--- src/rtl/if_id_pipe_reg.sv ---
// IF/ID pipeline register: 2-entry skid buffer between fetch and decode, FIFO order kept.
// Latency: one cycle from input acceptance to out_* when the buffer is empty ahead of it.
// Backpressure: in_ready is derived only from registered state (low while skid holds an entry).
module if_id_pipe_reg #(
  parameter int                  ADDR_W    = 16,
  parameter int                  INSTR_W   = 16,
  parameter logic [INSTR_W-1:0]  NOP_INSTR = {INSTR_W{1'b0}}
) (
  input  logic               clk,
  input  logic               rst,
  input  logic               in_valid,
  output logic               in_ready,
  input  logic [ADDR_W-1:0]  in_addr,
  input  logic [INSTR_W-1:0] in_instr,
  input  logic               in_hit,
  input  logic               flush,
  output logic               out_valid,
  input  logic               out_ready,
  output logic [ADDR_W-1:0]  out_addr,
  output logic [INSTR_W-1:0] out_instr,
  output logic               out_hit,
  output logic [15:0]        bubble_cnt
);

  typedef struct packed {
    logic [ADDR_W-1:0]  addr;
    logic [INSTR_W-1:0] instr;
    logic               hit;
  } entry_t;

  typedef enum logic [1:0] {
    EMPTY = 2'd0,
    FULL  = 2'd1,
    SKID  = 2'd2
  } state_t;

  state_t state_q, state_d;
  entry_t main_q, skid_q, in_ent;
  logic   accept_in, accept_out;
  logic   load_main_in, load_main_skid, load_skid;

  assign in_ent = '{addr: in_addr, instr: in_instr, hit: in_hit};

  // Handshake qualifiers; in_ready comes from state only, so out_ready never reaches it.
  assign in_ready   = (state_q != SKID);
  assign out_valid  = (state_q != EMPTY);
  assign accept_in  = in_valid & in_ready;
  assign accept_out = out_valid & out_ready;

  // State register and decode-idle counter; reset beats flush, flush beats handshakes.
  always_ff @(posedge clk) begin
    if (rst) begin
      state_q    <= EMPTY;
      bubble_cnt <= 16'd0;
    end else begin
      state_q <= state_d;
      if (out_ready && !out_valid && !flush && bubble_cnt != 16'hFFFF)
        bubble_cnt <= bubble_cnt + 16'd1;
    end
  end

  // Next state and which entry register loads from where.
  always_comb begin
    state_d        = state_q;
    load_main_in   = 1'b0;
    load_main_skid = 1'b0;
    load_skid      = 1'b0;
    if (flush) begin
      state_d = EMPTY;
    end else begin
      case (state_q)
        EMPTY: begin
          if (accept_in) begin
            state_d      = FULL;
            load_main_in = 1'b1;
          end
        end
        FULL: begin
          if (accept_in && accept_out) begin
            load_main_in = 1'b1;
          end else if (accept_in && !out_ready) begin
            state_d   = SKID;
            load_skid = 1'b1;
          end else if (accept_out) begin
            state_d = EMPTY;
          end
        end
        SKID: begin
          if (accept_out) begin
            state_d        = FULL;
            load_main_skid = 1'b1;
          end
        end
        default: state_d = EMPTY;
      endcase
    end
  end

  // Entry storage; contents are don't-care while their state bit says empty.
  always_ff @(posedge clk) begin
    if (rst) begin
      main_q <= '0;
      skid_q <= '0;
    end else begin
      if (load_main_in)
        main_q <= in_ent;
      else if (load_main_skid)
        main_q <= skid_q;
      if (load_skid)
        skid_q <= in_ent;
    end
  end

  // Decode-side view: the main entry when valid, otherwise a NOP with zeroed sideband.
  always_comb begin
    out_addr  = '0;
    out_instr = NOP_INSTR;
    out_hit   = 1'b0;
    if (out_valid) begin
      out_addr  = main_q.addr;
      out_instr = main_q.instr;
      out_hit   = main_q.hit;
    end
  end

endmodule

--- config.mk ---
export PLATFORM = sky130hd
export DESIGN_NAME = if_id_pipe_reg
export DESIGN_NICKNAME = d
export VERILOG_FILES = /design/src/rtl/if_id_pipe_reg.sv
export SDC_FILE = /design/constraint.sdc
export NUM_CORES = 1
export LEC_CHECK = 0
export ABC_CLOCK_PERIOD_IN_PS = 1720
export BUFFER_PORTS_ARGS = -buffer_cell sky130_fd_sc_hd__clkbuf_2
export CAP_MARGIN = 20
export CORE_ASPECT_RATIO = 0.6
export CORE_MARGIN = 2
export CORE_UTILIZATION = 40
export DETAILED_ROUTE_END_ITERATION = 7
export GPL_TIMING_DRIVEN = 0
export MAX_ROUTING_LAYER = met4
export SYNTH_ARGS = -nofsm -noshare
export SYNTH_HDL_FRONTEND = slang
export SYNTH_SLANG_ARGS = --single-unit
--- constraint.sdc ---
create_clock -name clk -period 1.72 [get_ports clk]
set_clock_uncertainty 0.2 [all_clocks]
set_input_delay 0.086 -clock clk [delete_from_list [all_inputs] [get_ports clk]]
set_output_delay 0.086 -clock clk [all_outputs]
set_load 0.01 [all_outputs]
# --- Word level (Yosys, flattened, before mapping) ---
# Index checks and enable logic that the tools add are counted.
word_totals:
  ff_bits: 84
  in_bits: 38
  elab_cells: 54
op_classes:
  bitwise: 2
  add_sub_neg: 1
  n_eq_ne: 8
  mux: 22
  reduce_logical: 13
ops:
  columns: ["op", "count"]
  rows:
  - ["two-way mux 33 bit", 2]
  - ["two-way mux 16 bit", 2]
  - ["adder 16 x 1 -> 16 bit, second input constant", 1]
  - ["!= test 16 bit, second input constant", 1]
  - ["two-way mux 1 bit", 11]
  - ["two-way mux 2 bit", 5]
  - ["!= test 2 bit, second input constant", 4]
  - ["one-hot mux 2 bit (3 select lines)", 1]
  - ["logical AND 1 bit", 5]
  - ["AND reduction 4 bit", 1]
  - ["nonzero test 2 bit", 2]
  - ["zero test 1 bit", 3]
  - ["!= test 3 bit, second input constant", 1]
  - ["AND 1 bit", 2]
  - ["== test 2 x 1 -> 1 bit, second input constant", 1]
  - ["== test 2 bit, second input constant", 1]
  - ["zero test 2 bit", 1]
  - ["one-hot mux 1 bit (2 select lines)", 1]
  - ["OR reduction 2 bit", 1]

# --- Logic depth before layout (Yosys ltp) ---
# Gate-level depths: netlist of the first run.
depth:
  depth_word: 7
  mapped_depth: 6
  depth_no_buf: 5

# --- Worst setup path before layout of the first run ---
# OpenSTA, ideal clock, no wires.
synth_path:
  path_type: "flip-flop to flip-flop"
  from: "register state_q[1]"
  to: "register bubble_cnt[15]"
  path_buffers: 0
  required_time_ns: 1.397
  path_slack_ns: -0.194
  arrival_ns: 1.591
  period_less_slack_ns: 1.914
  path_stages_with_launch: 5
  cell_sequence: "dfxtp_1 nor4b_4 nand3_1 nor4b_1 mux2_1"
synth_via:
  elab_chain_len: 5
synth_rtl:
  columns: ["element", "line_no", "source"]
  rows:
  - ["from (decl)", "37", "state_t state_q, state_d;"]
  - ["from (signal assigned)", "56", "state_q <= state_d;"]
  - ["nonzero test 2 bit", "46", "assign out_valid = (state_q != EMPTY);"]
  - ["zero test 1 bit", "57", "if (out_ready && !out_valid && !flush && bubble_cnt != 16'hFFFF)"]
  - ["logical AND 1 bit (3 in series)", "57", null]
  - ["to (signal assigned)", "58", "bubble_cnt <= bubble_cnt + 16'd1;"]
  - ["to (decl)", "22", "output logic [15:0] bubble_cnt"]
# No other way between the ends.
# A chain may end at the register's enable or synchronous reset.

# --- Worst setup path after layout of the first run ---
layout_path:
  from: "register state_q[0]"
  to: "register bubble_cnt[9]"
# Same word-level chain as after synthesis.

==> results.md, run 1 <==
- **synthesized instance count** 438
- **combined area of all synthesized cells** 3740 sq um
- **overall overflow remaining after global route** 0
- **violation count after the first detailed-route iteration** 201
- **antenna violations before repair** 0
- **area of the die** 10200 sq um
- **Root Buffer** sky130_fd_sc_hd__clkbuf_16
- **Clk pin slew, worst setup/hold paths** 0.06 ns
- **pin count of the biggest net entering global routing** 14
- **hold violation count in the final report** 0
- **number of max-cap violations** 0
- **Num CTS Buffers** 9
- **flop2flop setup slack** -0.19 ns
- **startpoint type of the worst setup path** register
- **remaining routing DRC violations** 0
- **layout filler cell count** 763
- **number of placed I/O pins** 89
- **most used cells in the layout excluding fill and tap cells** sky130_fd_sc_hd__nand2_1 (75), sky130_fd_sc_hd__dfxtp_1 (68), sky130_fd_sc_hd__clkbuf_2 (67)
- **vias in the first global route** 3534
- **All-Layer GR Usage** 23.6%
- **diode insertion count for antenna repair** 0
- **count of placed standard cells in the final layout, fillers left out** 724
- **Max-Slew Margin vs Limit** 59.5%
- **post-DR vias/cell** 5.33
- **CTS H-Tree Depth** 3
- **reg2reg path depth** 5
- **TritonCTS clock tree** built
- **violations in the final reports** setup timing
- **initial standard-cell utilization of the core** 41.0%
- **clock latency of the later-clocked register in the worst-skew pair** 0.34 ns
- **fraction of the cycle the final worst path needs** 111%
- **hpwl dp** 7610 um
- **WHS Path Cells** 4
- **share of cells above drive strength 1** 36.7%
- **placed instance count** 642
- **hold endpoint** state_q[0]
- **Clock Path Buffers** 2
- **async set or reset register ratio after synthesis** 0%
- **TritonCTS sink count** 84
- **Std-Cell Core Area** 9120 sq um
- **status** complete, but fails checks
- **floorplan die width** 129 um
- **count of input and output buffers** 88
- **transition time at the pin with the least slew margin** 0.608 ns
- **launch instance of the worst register-to-register path** state_q[0]
- **launch instance of the worst min-delay path** out_ready
- **Max Fanout on Critical Path** 6
- **count of endpoints failing setup in the final report** 54
- **total power per unit cell area** 753 nW/um^2
- **least setup slack across all paths after layout** -0.192 ns
- **post-route antenna net violation count** 0
- **leakage component of the power** 0.00220 uW
- **number of synthesized register bits** 84
- **average footprint of a synthesized cell** 8.55 sq um
- **leading register cell type out of synthesis** sky130_fd_sc_hd__dfxtp_1
- **count of standard-cell rows** 27
- **f_max** 523 MHz
- **setup repair after global routing missed its margin** yes
- **final wirelength** 12000 um
- **synthesis-to-layout area growth** 56.8%
- **vias post-DR** 3860
- **most common library cell in the layout ignoring fill and taps** sky130_fd_sc_hd__nand2_1
- **capturing element type of the critical path** register
- **routed len/inst** 16.5 um
- **yosys synthesis warning count** 0
- **EDFF count, synth** 0
- **Pre-antenna DRT Iters** 5
- **Pwr Total** 4420 uW
- **Hold Path Class** in -> reg
- **Die H** 78.9 um
- **final-report max-slew violation count** 0
- **global-route wire length before repair** 18000 um
- **maximum resistive drop on vdd** 0.627 mV
- **Hold Worst Slack** 0.0530 ns
- **Placer Congestion** 0.865
- **Req. time, crit path** 1.78 ns
- **NumNets Final** 643
- **net count after synthesis** 477
- **sequential share of the synthesized area** 44.9%
- **number of unique standard cell types used by synthesis** 40
- **data arrival time at the worst-slack endpoint** 1.97 ns
- **Reg-to-Reg End** bubble_cnt[9]
- **Final Critical Period** 1.91 ns
- **Worst Setup Path Type** reg -> reg
- **CP startpoint** state_q[0]
[flip-flops by register name (all words and copies together), names as in the netlist]
name / cells
bubble_cnt: 16
main_q: 33
skid_q: 33
state_q: 2
[report_power, final]
| group | internal [uW] | switching (uW) | total (uW) | leakage [uW] |
|---|---|---|---|---|
| registers | 2000 | 43.5 | 2040 | 0.000694 |
| logic | 276 | 254 | 530 | 0.00137 |
| clock network | 1090 | 754 | 1840 | 0.000135 |
| total | 3370 | 1050 | 4420 | 0.00220 |
[kinds of logic after synthesis]
group / after synthesis / synth area share (%)
fa+ha+maj: 1 / 0.334
buf+inv: 34 / 4.08
mux: 36 / 9.69
compound gates: 95 / 16.0
xor+xnor: 1 / 0.234
flops: 84 / 44.9
simple gates: 187 / 24.8
[repair_timing]
action / in CTS / in global routing
gates resized for setup: 53 / 117
hold buffers: 37 / 0
setup endpoints to repair: 115 / 107
buffers inserted: 15 / 16
pin swaps: 28 / 26
gates cloned: 3 / 2
endpoints found under the hold margin: 70 / 0
[routing by layer]
metal	global-route usage [%]	vias to the layer above	wire, um
met5	-	-	0
met4	5.43	0	118
met3	5.32	16	665
met2	33.8	113	5240
met1	33.8	1853	5940
li1	-	1878	-
[metrics by stage]
| step | setup slack [ns] | utilization [%] | cell area, sq um | TNS, ns |
|---|---|---|---|---|
| after floorplan | -0.0656 | - | 3800 | -0.176 |
| after global placement | -0.347 | 48.0 | 4380 | -21.88 |
| after detailed placement | -0.448 | 48.0 | 4380 | -27.89 |
| after CTS | -0.150 | 59.2 | 5400 | -5.56 |
| after global routing | -0.257 | 64.3 | 5870 | -7.69 |
| final | -0.192 | 64.3 | 5870 | -4.31 |
[cells in the mapped netlist (3+ instances only)]
cell | count | share of area, %
sky130_fd_sc_hd__mux2i_1 | 34 | 9.1
sky130_fd_sc_hd__a211oi_1 | 33 | 6.6
sky130_fd_sc_hd__a21oi_1 | 44 | 5.9
sky130_fd_sc_hd__buf_6 | 3 | 0.90
sky130_fd_sc_hd__nand3_1 | 4 | 0.53
sky130_fd_sc_hd__clkbuf_1 | 24 | 2.4
sky130_fd_sc_hd__or3_1 | 4 | 0.67
sky130_fd_sc_hd__or4_1 | 3 | 0.60
sky130_fd_sc_hd__o31ai_1 | 3 | 0.60
sky130_fd_sc_hd__dfxtp_1 | 84 | 45
sky130_fd_sc_hd__nor2b_1 | 38 | 6.4
sky130_fd_sc_hd__nor2_1 | 38 | 3.8
sky130_fd_sc_hd__nand2_1 | 76 | 7.6
sky130_fd_sc_hd__nand2b_1 | 3 | 0.50
sky130_fd_sc_hd__o21ai_0 | 6 | 0.80
sky130_fd_sc_hd__nand4_1 | 7 | 1.2
sky130_fd_sc_hd__inv_1 | 3 | 0.30
[critical path: stages (launching register included)]
cell	delay [ns]
sky130_fd_sc_hd__dfxtp_4	0.36
sky130_fd_sc_hd__nor4b_4	0.30
sky130_fd_sc_hd__buf_6	0.18
sky130_fd_sc_hd__nand3_1	0.10
sky130_fd_sc_hd__or4b_1	0.52
sky130_fd_sc_hd__a21oi_2	0.16
[how the worst max path moves through the flow]
stage,endpoint,slack [ns],depth (start not counted)
after floorplan,bubble_cnt[15],-0.07,4
after CTS,bubble_cnt[13],-0.15,5
final,bubble_cnt[9],-0.19,5
after global routing,bubble_cnt[13],-0.26,5
after global placement,skid_q[1],-0.35,6
after detailed placement,skid_q[29],-0.45,6
[area by class of cell]
type	count	area [sq um]	area share (%)
Clock inverter	1	7.51	0.128
Buffer	29	246	4.20
Clock buffer	14	274	4.67
Inverter	3	11.3	0.192
Timing Repair Buffer	157	1220	20.8
Multi-Input combinational cell	320	2240	38.2
Tap cell	116	145	2.47
Sequential cell	84	1720	29.4
No activity file was read; power rests on OpenSTA's default activity.
==> run 2, diff against run 1 <==
Settings changed: CTS_CLUSTER_DIAMETER from default to 120, PLACE_DENSITY from default to 0.67.
==> results.md, run 2 (synthesis results as in run 1) <==
- **maximum resistive drop on vdd** 0.466 mV, was 0.627 mV
- **remaining routing DRC violations** 0, unchanged
- **clock latency of the later-clocked register in the worst-skew pair** 0.34 ns, about the same
- **cells traversed along the worst timing path** and4_2 -> nand3_2 -> or4b_1 -> a21oi_1, was nor4b_4 -> buf_6 -> nand3_1 -> or4b_1 -> a21oi_2
- **final-report max-slew violation count** 0, unchanged
- **WHS Path Cells** 5, was 4
- **Final Critical Period** 1.85 ns, was 1.91 ns
- **f_max** 539 MHz, was 523 MHz
- **final wirelength** 11600 um, was 12000 um
- **number of max-cap violations** 0, unchanged
- **Die H** 78.9 um, unchanged
- **Hold Path Class** in -> reg, unchanged
- **fraction of the cycle the final worst path needs** 108%, was 111%
- **synthesis-to-layout area growth** 48.9%, was 56.8%
- **startpoint type of the worst setup path** register, unchanged
- **Clock Path Buffers** 2, unchanged
- **post-DR vias/cell** 5.34, was 5.33
- **biggest cell delay along the critical path** 0.49 ns, was 0.52 ns
- **TritonCTS clock tree** built, unchanged
- **Max-Slew Margin vs Limit** 57.9%, was 59.5%
- **capturing element type of the critical path** register, unchanged
- **vias in the first global route** 3495, was 3534
- **transition time at the pin with the least slew margin** 0.631 ns, was 0.608 ns
- **met3 usage** 4.92%, was 5.32%
- **Max Fanout on Critical Path** 6, unchanged
- **least setup slack across all paths after layout** -0.134 ns, was -0.192 ns
- **hpwl dp** 7490 um, was 7610 um
- **overall overflow remaining after global route** 0, unchanged
- **All-Layer GR Usage** 23.2%, was 23.6%
- **diode insertion count for antenna repair** 0, unchanged
- **CTS H-Tree Depth** 3, unchanged
- **multi-input combinational cell area** 2120 sq um, was 2240 sq um
- **met1 track utilization from global routing** 33.1%, was 33.8%
- **Worst Setup Path Type** reg -> reg, unchanged
- **post-route antenna net violation count** 0, unchanged
- **vias post-DR** 3815, was 3860
- **Root Buffer** sky130_fd_sc_hd__clkbuf_16, unchanged
- **reg2reg path depth** 4, was 5
- **flop2flop setup slack** -0.13 ns, was -0.19 ns
- **most common library cell in the layout ignoring fill and taps** sky130_fd_sc_hd__clkbuf_2, was sky130_fd_sc_hd__nand2_1
- **antenna violations before repair** 0, unchanged
- **Num CTS Buffers** 9, unchanged
- **hold violation count in the final report** 0, unchanged
- **total power per unit cell area** 825 nW/um^2, was 753 nW/um^2
- **worst slack at placement** -0.416 ns, was -0.448 ns
- **count of input and output buffers** 88, unchanged
- **Clk pin slew, worst setup/hold paths** 0.06 ns, about the same
- **launch instance of the worst min-delay path** in_valid, was out_ready
- **data arrival time at the worst-slack endpoint** 1.91 ns, was 1.97 ns
- **Reg-to-Reg End** bubble_cnt[9], unchanged
- **launch instance of the worst register-to-register path** bubble_cnt[3], was state_q[0]
- **Pwr Total** 4600 uW, was 4420 uW
- **area occupied by registers** 1710 sq um, was 1720 sq um
- **global-route wire length before repair** 17900 um, was 18000 um
- **Placer Congestion** 0.862, was 0.865
- **leakage component of the power** 0.00210 uW, was 0.00220 uW
- **layout filler cell count** 776, was 763
- **Top Usage Layer GRT** met2, was met1
- **number of placed I/O pins** 89, unchanged
- **setup repair after global routing missed its margin** yes, unchanged
- **most used cells in the layout excluding fill and tap cells** sky130_fd_sc_hd__clkbuf_2 (87), sky130_fd_sc_hd__nand2_1 (75), sky130_fd_sc_hd__dfxtp_1 (74), was sky130_fd_sc_hd__nand2_1 (75), sky130_fd_sc_hd__dfxtp_1 (68), sky130_fd_sc_hd__clkbuf_2 (67)
- **largest registers** main_q (33), skid_q (33), bubble_cnt (16), unchanged
- **violation count after the first detailed-route iteration** 216, was 201
- **share of cells above drive strength 1** 31.9%, was 36.7%
- **area of the die** 10200 sq um, unchanged
- **count of standard-cell rows** 27, unchanged
- **violations in the final reports** setup timing, unchanged
- **TritonCTS sink count** 84, unchanged
- **Setup TNS Final** -1.48 ns, was -4.31 ns
- **Hold Worst Slack** 0.00998 ns, was 0.0530 ns
- **Std-Cell Core Area** 9120 sq um, unchanged
- **met2 Usage GRT** 34.0%, was 33.8%
- **hold endpoint** state_q[0], unchanged
- **pin count of the biggest net entering global routing** 15, was 14
- **routed len/inst** 16.2 um, was 16.5 um
- **NumNets Final** 632, was 643
- **status** complete, but fails checks, unchanged
- **placed instance count** 642, unchanged
- **count of endpoints failing setup in the final report** 33, was 54
- **initial standard-cell utilization of the core** 41.0%, unchanged
- **Pre-antenna DRT Iters** 4, was 5
- **count of placed standard cells in the final layout, fillers left out** 714, was 724
- **Critical-path top delay cell** sky130_fd_sc_hd__or4b_1, unchanged
- **floorplan die width** 129 um, unchanged
- **Req. time, crit path** 1.78 ns, about the same
-- run 2: metrics by stage --
step | instance area [sq um] | util, %
floorplan | 3800 | -
global placement | 4380 | 48.0
detailed placement | 4380 | 48.0
CTS | 5330 | 58.4
global route | 5570 | 61.1
finish | 5570 | 61.1
-- run 2: layout make-up --
class,instances,share of cell area [%]
clock buffer,9,4.04
buffer,28,3.73
tap,116,2.60
multi-input combinational,320,38.0
timing repair buffer,147,19.2
sequential,84,30.6
clock inverter,7,1.64
inverter,3,0.202
-- run 2: per-layer routing --
| metal | wire [um] | vias to the layer above |
|---|---|---|
| met2 | 5100 | 123 |
| met3 | 648 | 8 |
| met4 | 83 | 0 |
| met5 | 0 | - |
| li1 | - | 1855 |
| met1 | 5730 | 1829 |
-- run 2: power breakdown --
group / switching (uW) / internal, uW / total (uW) / leakage (uW)
clock network: 792 / 1270 / 2060 / 0.000155
registers: 40.0 / 2010 / 2050 / 0.000690
logic: 242 / 251 / 493 / 0.00126
total: 1070 / 3520 / 4600 / 0.00210
-- run 2: worst max-delay path, delay by kind of cell (launching register included) --
family | cells | cell delay (ns)
AOI/OAI and AO/OA | 1 | 0.14
DFF | 1 | 0.44
and+or+nand+nor | 3 | 0.99
-- run 2: repair_timing --
action / CTS / global route
setup endpoints to repair: 109 / 109
hold buffers: 37 / 0
setup buffers: 15 / 5
endpoints found under the hold margin: 69 / 0
pin swaps: 11 / 7
resized for setup: 50 / 53
cloned: 0 / 2
-- run 2: worst max-delay path by stage --
stage	cells after the start	to	slack [ns]	start
after CTS	6	bubble_cnt[5]	-0.08	state_q[0]
final	4	bubble_cnt[9]	-0.13	bubble_cnt[3]
after global routing	6	bubble_cnt[5]	-0.21	state_q[1]
after global placement	6	main_q[29]	-0.35	state_q[0]
after detailed placement	6	main_q[29]	-0.42	state_q[0]
after floorplan	4	bubble_cnt[15]	-0.07	state_q[0]
